===== config.mk =====
export PLATFORM = sky130hd
export DESIGN_NAME = uw_sync_ctrl
export DESIGN_NICKNAME = d
export VERILOG_FILES = /design/src/rtl/uw_sync_ctrl.sv
export SDC_FILE = /design/constraint.sdc
export NUM_CORES = 1
export LEC_CHECK = 0
export ABC_CLOCK_PERIOD_IN_PS = 1700
export BUFFER_PORTS_ARGS = -buffer_cell sky130_fd_sc_hd__buf_2
export CORE_ASPECT_RATIO = 0.6
export CORE_UTILIZATION = 35
export CTS_CLUSTER_DIAMETER = 120
export DETAILED_ROUTE_END_ITERATION = 6
export PLACE_DENSITY_LB_ADDON = 0.1
export SLEW_MARGIN = 20
export SYNTH_ARGS = -nofsm -noshare
export SYNTH_HDL_FRONTEND = slang
export SYNTH_SLANG_ARGS = --single-unit

===== constraint.sdc =====
create_clock -name clk -period 1.7 [get_ports clk]
set_input_delay 0.17 -clock clk [delete_from_list [all_inputs] [get_ports clk]]
set_output_delay 0.17 -clock clk [all_outputs]
set_load 0.01 [all_outputs]

===== src/rtl/uw_sync_ctrl.sv =====
// uw_sync_ctrl: unique-word frame sync controller (SEARCH -> VERIFY -> LOCK).
// Optional macro UW_SYNC_ROT_TRACK_EN: accept rotation slips on LOCK check hits.
module uw_sync_ctrl #(
    parameter int FRAME_LEN  = 256,
    parameter int DET_THRESH = 28,
    parameter int LOCK_HITS  = 2,
    parameter int MISS_LIMIT = 3
) (
    input  logic       clk,
    input  logic       rst,
    input  logic       sync_en,
    input  logic       sym_valid,
    output logic       score_en,
    input  logic [4:0] score,
    input  logic [1:0] best_rot,
    output logic [1:0] state,
    output logic       locked,
    output logic [1:0] rot_out,
    output logic       uw_strobe,
    output logic       frame_strobe,
    output logic [2:0] miss_cnt
);

    localparam int PW = $clog2(FRAME_LEN);
    localparam logic [PW-1:0] POS_LAST = PW'(FRAME_LEN - 1);
    localparam logic [4:0]    THR      = 5'(DET_THRESH);
    localparam logic [3:0]    HITS     = 4'(LOCK_HITS);
    localparam logic [2:0]    MISSL    = 3'(MISS_LIMIT);

    typedef enum logic [1:0] {
        S_SEARCH = 2'd0,
        S_VERIFY = 2'd1,
        S_LOCK   = 2'd2
    } state_t;

    state_t        r_state;
    state_t        w_state_nxt;
    logic          r_score_vld;
    logic [PW-1:0] r_pos;
    logic [PW-1:0] w_pos_nxt;
    logic [3:0]    r_hit_cnt;
    logic [3:0]    w_hit_nxt;
    logic [2:0]    r_miss_cnt;
    logic [2:0]    w_miss_nxt;
    logic [2:0]    w_miss_inc;
    logic [1:0]    r_rot;
    logic [1:0]    w_rot_nxt;
    logic          r_uw;
    logic          w_uw_nxt;
    logic          r_fs;
    logic          w_fs_nxt;
    logic          w_hit;
    logic          w_rot_ok;
    logic          w_check;

    assign score_en     = sym_valid & sync_en;
    assign state        = r_state;
    assign locked       = (r_state == S_LOCK);
    assign rot_out      = r_rot;
    assign uw_strobe    = r_uw;
    assign frame_strobe = r_fs;
    assign miss_cnt     = r_miss_cnt;

    assign w_hit      = (score >= THR);
    assign w_rot_ok   = (best_rot == r_rot);
    assign w_check    = r_score_vld && (r_pos == POS_LAST);
    assign w_miss_inc = r_miss_cnt + 3'd1;

    // State, counters and strobes register; reset clears all of it at once
    always_ff @(posedge clk or posedge rst) begin
        if (rst) begin
            r_state     <= S_SEARCH;
            r_score_vld <= 1'b0;
            r_pos       <= '0;
            r_hit_cnt   <= '0;
            r_miss_cnt  <= '0;
            r_rot       <= '0;
            r_uw        <= 1'b0;
            r_fs        <= 1'b0;
        end else begin
            r_state     <= w_state_nxt;
            r_score_vld <= score_en;
            r_pos       <= w_pos_nxt;
            r_hit_cnt   <= w_hit_nxt;
            r_miss_cnt  <= w_miss_nxt;
            r_rot       <= w_rot_nxt;
            r_uw        <= w_uw_nxt;
            r_fs        <= w_fs_nxt;
        end
    end

    // Next-state decode; a low enable wins over any score decision
    always_comb begin
        w_state_nxt = r_state;
        w_pos_nxt   = r_pos;
        w_hit_nxt   = r_hit_cnt;
        w_miss_nxt  = r_miss_cnt;
        w_rot_nxt   = r_rot;
        w_uw_nxt    = 1'b0;
        w_fs_nxt    = 1'b0;
        if (!sync_en) begin
            w_state_nxt = S_SEARCH;
            w_pos_nxt   = '0;
            w_hit_nxt   = '0;
            w_miss_nxt  = '0;
        end else if (r_score_vld) begin
            unique case (r_state)
                S_SEARCH: begin
                    w_pos_nxt = '0;
                    if (w_hit) begin
                        w_rot_nxt   = best_rot;
                        w_hit_nxt   = 4'd1;
                        w_miss_nxt  = '0;
                        w_state_nxt = (LOCK_HITS == 1) ? S_LOCK : S_VERIFY;
                    end
                end
                S_VERIFY: begin
                    if (w_check) begin
                        w_pos_nxt = '0;
                        if (w_hit && w_rot_ok) begin
                            w_uw_nxt  = 1'b1;
                            w_hit_nxt = r_hit_cnt + 4'd1;
                            // anchor plus LOCK_HITS verified hits
                            if (r_hit_cnt >= HITS) begin
                                w_state_nxt = S_LOCK;
                                w_miss_nxt  = '0;
                            end
                        end else begin
                            w_state_nxt = S_SEARCH;
                            w_hit_nxt   = '0;
                        end
                    end else begin
                        w_pos_nxt = r_pos + PW'(1);
                    end
                end
                S_LOCK: begin
                    if (w_check) begin
                        w_pos_nxt = '0;
                        w_fs_nxt  = 1'b1;
                        if (w_hit && w_rot_ok) begin
                            w_miss_nxt = '0;
                            w_uw_nxt   = 1'b1;
                        end
`ifdef UW_SYNC_ROT_TRACK_EN
                        else if (w_hit) begin
                            w_rot_nxt  = best_rot;
                            w_miss_nxt = '0;
                            w_uw_nxt   = 1'b1;
                        end
`endif
                        else if (w_miss_inc >= MISSL) begin
                            w_state_nxt = S_SEARCH;
                            w_miss_nxt  = '0;
                            w_hit_nxt   = '0;
                        end else begin
                            w_miss_nxt = w_miss_inc;
                        end
                    end else begin
                        w_pos_nxt = r_pos + PW'(1);
                    end
                end
                default: begin
                    w_state_nxt = S_SEARCH;
                    w_pos_nxt   = '0;
                    w_hit_nxt   = '0;
                    w_miss_nxt  = '0;
                end
            endcase
        end
    end

endmodule

==> summary.md <==
| Metric | Value |
|---|---|
| Hold Path Class | primary input to flop |
| Synth Area in Simple Gates | 22.9% |
| Synth Area in Compound Gates | 11.3% |
| CTS H-tree lvls | 1 |
| Average wire per standard cell | 13.2 microns |
| HPWL after DPL | 2130 microns |
| Pin count of the biggest net entering global routing | 23 |
| Clock sinks | 22 |
| Psw | 0.463 mW |
| Sequential element share of the synthesized area | 45.3% |
| R2R Setup Slk | -0.07 ns |
| Combinational fraction of design power | 34.2% |
| Hold Path Sink | r_score_vld |
| Initial Utilization | 37.0% |
| Layout cell share with drive strength beyond 1 | 45.0% |
| Worst-case hold slack | 0.145 ns |
| Num CTS Buffers | 3 |
| EDFF count, synth | 0 |
| Worst Hold Depth | 2 |
| Clock latency at the later pin of the worst-skew pair | 0.26 ns |
| Synthesized area | 1210 sq um |
| RSZ-0062 raised after global routing | true |
| Core Area | 3280 sq um |
| Placer Congestion | 0.830 |
| Full die area | 3720 sq um |
| CP max FO | 4 |
| First-pass DRT Iterations | 4 |
| Synth warn | 0 |
| Synth Register Bits | 22 |
| # nets final | 189 |
| Top FF cell, synth | dfrtp_1 |
| Max Fclk | 0.566 GHz |
| Post-Synth XOR/XNOR Area | 5.05% |
| Clock share of power | 25.2% |
| Diode count | 0 |
| Post-route setup slack | -0.0653 ns |
| Synth-to-Final Area Change | 44.0% |
| Top post-synthesis cells by area | dfrtp_1 (45%), ha_1 (8.2%), xor2_1 (3.6%) |
| Setup TNS | -0.0665 ns |
| Mapped Nets | 139 |
| Flop pwr share | 40.6% |
| Initial antenna violation count | 0 |
| Share of the synthesized area in the top cell type | 45.3% |
| Reg clk slew, reported paths | 0.08 ns |
| Final hold vios | 0 |
| Status | finished, violations left |
| Root buf cell | clkbuf_8 |
| Height of the die | 47.6 microns |
| MaxCap Viol Count | 0 |
| Mux cell area share after synthesis | 5.25% |
| GRT Total Usage | 15.6% |
| FF-to-FF path depth | 6 |
| Die W | 78.1 microns |
| Sequential cell area | 552 sq um |
| Critical path type | flop to flop |
| Fill cells | 298 |
| Worst slew margin | 79.9% |
| Routed WL | 2820 microns |
| Power Internal | 1.04 mW |
| Synth Area in Adders | 8.24% |
| Iteration-0 DRC Markers | 40 |
| Failing checks | negative setup slack |
| RR Endpoint | state[0] |
| Critical path endpoint category | flop |
| Vias in the first global route | 847 |
| Worst path required time | 1.85 ns |
| Pwr Density | 857 nW/um^2 |
| Final Slew Violations | 0 |
| I/O Buffers | 19 |
| Power Total | 1.50 mW |
| Synth area leader | dfrtp_1 |
| Grt ovf | 0 |
| Min Tclk post-route | 1.77 ns |
| Remaining DRCs | 0 |
| Period utilisation layout | 104% |
| I/O pin total | 22 |
| Multi-input logic area | 767 sq um |
| HP Start | sym_valid |
| Post-Synthesis Cells | 120 |
| Largest family of logic cells by synthesized area | simple AND/OR/NAND/NOR gates |
| DR vias | 1036 |
| Ys async rst share | 100% |
| RR Startpoint | miss_cnt[1] |
| Row count | 16 |
| Post-DR vias/cell | 4.84 |
| Switching share of power | 30.9% |
| Slew of the pin with the lowest slew margin | 0.298 ns |
| Final core occ | 53.3% |
| CP arrival | 1.92 ns |
| CTS Buffer Depth | 2 |
| CTS tree | built |
| Worst Setup Start Kind | flop |
| Peak VDD IR | 0.000456 V |
| Distinct cells, synth | 36 |
| Clock Skew | 0.00316 ns |
| Endpoints failing setup | 2 |
| First-pass GRT wire length | 4210 microns |
| Post-synthesis area per instance | 10.1 sq um |
| Total leakage power | 0.817 nW |
| Post-route antenna net violation count | 0 |
## state kept, by name, indices dropped and copies added, names as in the netlist
signal / flops
uw_strobe: 1
rot_out: 2
r_hit_cnt: 4
miss_cnt: 3
frame_strobe: 1
state: 2
r_pos: 8
r_score_vld: 1
## worst max-delay path, cell delays in order (launching register included)
cell and delay [ns]:
dfrtp_1 0.43, ha_2 0.22, xor2_2 0.19, nor4_4 0.06, o21bai_4 0.18, or3_4 0.37, mux2i_4 0.20
## logic make-up after synthesis
family / after synthesis
mux: 6
flops: 22
fa+ha+maj: 8
compound gates: 21
xor+xnor: 7
buf+inv: 6
simple gates: 50
## cell type report
class / count / share of cell area (%)
clock buffers: 4 / 3.15
inverters: 5 / 1.07
multi-input cells: 92 / 43.8
flip-flops and latches: 22 / 31.5
well taps: 45 / 3.22
repair buffers: 46 / 17.2
## power groups by stage
stage               sequential [mW]  combinational, mW  clock (mW)
finish                        0.608              0.512       0.378
CTS                           0.607              0.429       0.387
detailed placement            0.616              0.409           0
floorplan                     0.620              0.225           0
global placement              0.613              0.403           0
global route                  0.615              0.566       0.410
## stage by stage
stage | instance area [sq um] | setup slack (ns) | std cells
6_report | 1750 | -0.0653 | 214
5_1_grt | 1750 | -0.111 | 214
4_1_cts | 1670 | -0.0688 | 210
3_5_place_dp | 1560 | -0.0868 | 202
3_3_place_gp | 1560 | -0.0422 | 202
2_1_floorplan | 1270 | 0.000170 | 120
## metal layers
layer	up-vias	global-route usage (%)	wire length (microns)	share of wire [%]
met3	0	4.57	134	4.8
met2	25	20.5	1120	40
met4	0	4.07	0	0
li1	526	-	-	-
met1	485	24.4	1560	55
met5	-	0	0	0
## synth_stat cells (2+ instances only)
| library cell | number |
|---|---|
| inv_1 | 5 |
| nand3_1 | 5 |
| nor2_1 | 9 |
| nand2b_1 | 5 |
| mux2_2 | 2 |
| o21ai_0 | 6 |
| and2_1 | 3 |
| a21oi_1 | 3 |
| dfrtp_1 | 22 |
| nor4_1 | 3 |
| ha_1 | 8 |
| mux2i_1 | 3 |
| o21ai_1 | 2 |
| or3_1 | 2 |
| o31ai_1 | 4 |
| nand2_1 | 8 |
| xnor2_1 | 2 |
| a21boi_0 | 2 |
| nand4_1 | 4 |
| xor2_1 | 5 |
| nor3_1 | 2 |
## worst max path at each step
| stage | startpoint | end | slack, ns | cells past startpoint |
|---|---|---|---|---|
| CTS | miss_cnt[1] | state[0] | -0.07 | 6 |
| global placement | miss_cnt[0] | state[0] | -0.04 | 6 |
| detailed placement | miss_cnt[0] | r_hit_cnt[2] | -0.09 | 6 |
| global route | miss_cnt[1] | state[0] | -0.11 | 6 |
| floorplan | miss_cnt[0] | state[1] | 0.0002 | 7 |
| finish | miss_cnt[1] | state[0] | -0.07 | 6 |
## layout by cell type (no fill, tap or decap), types with 4 or more instances in the layout
cell / n
nand3_1: 5
xor2_1: 4
buf_2: 19
nand2b_1: 4
o21ai_0: 5
nand2_1: 7
buf_4: 26
nor2_1: 8
nand4_1: 4
clkbuf_8: 4
dfrtp_1: 21
## repair_timing
item,in CTS,in global routing
hold endpoints to repair,22,0
setup endpoints to repair,7,9
gates resized for setup,5,11
hold buffers,1,0
buffers inserted,3,4
pin swaps,3,5
No activity file was read; power rests on OpenSTA's default activity.
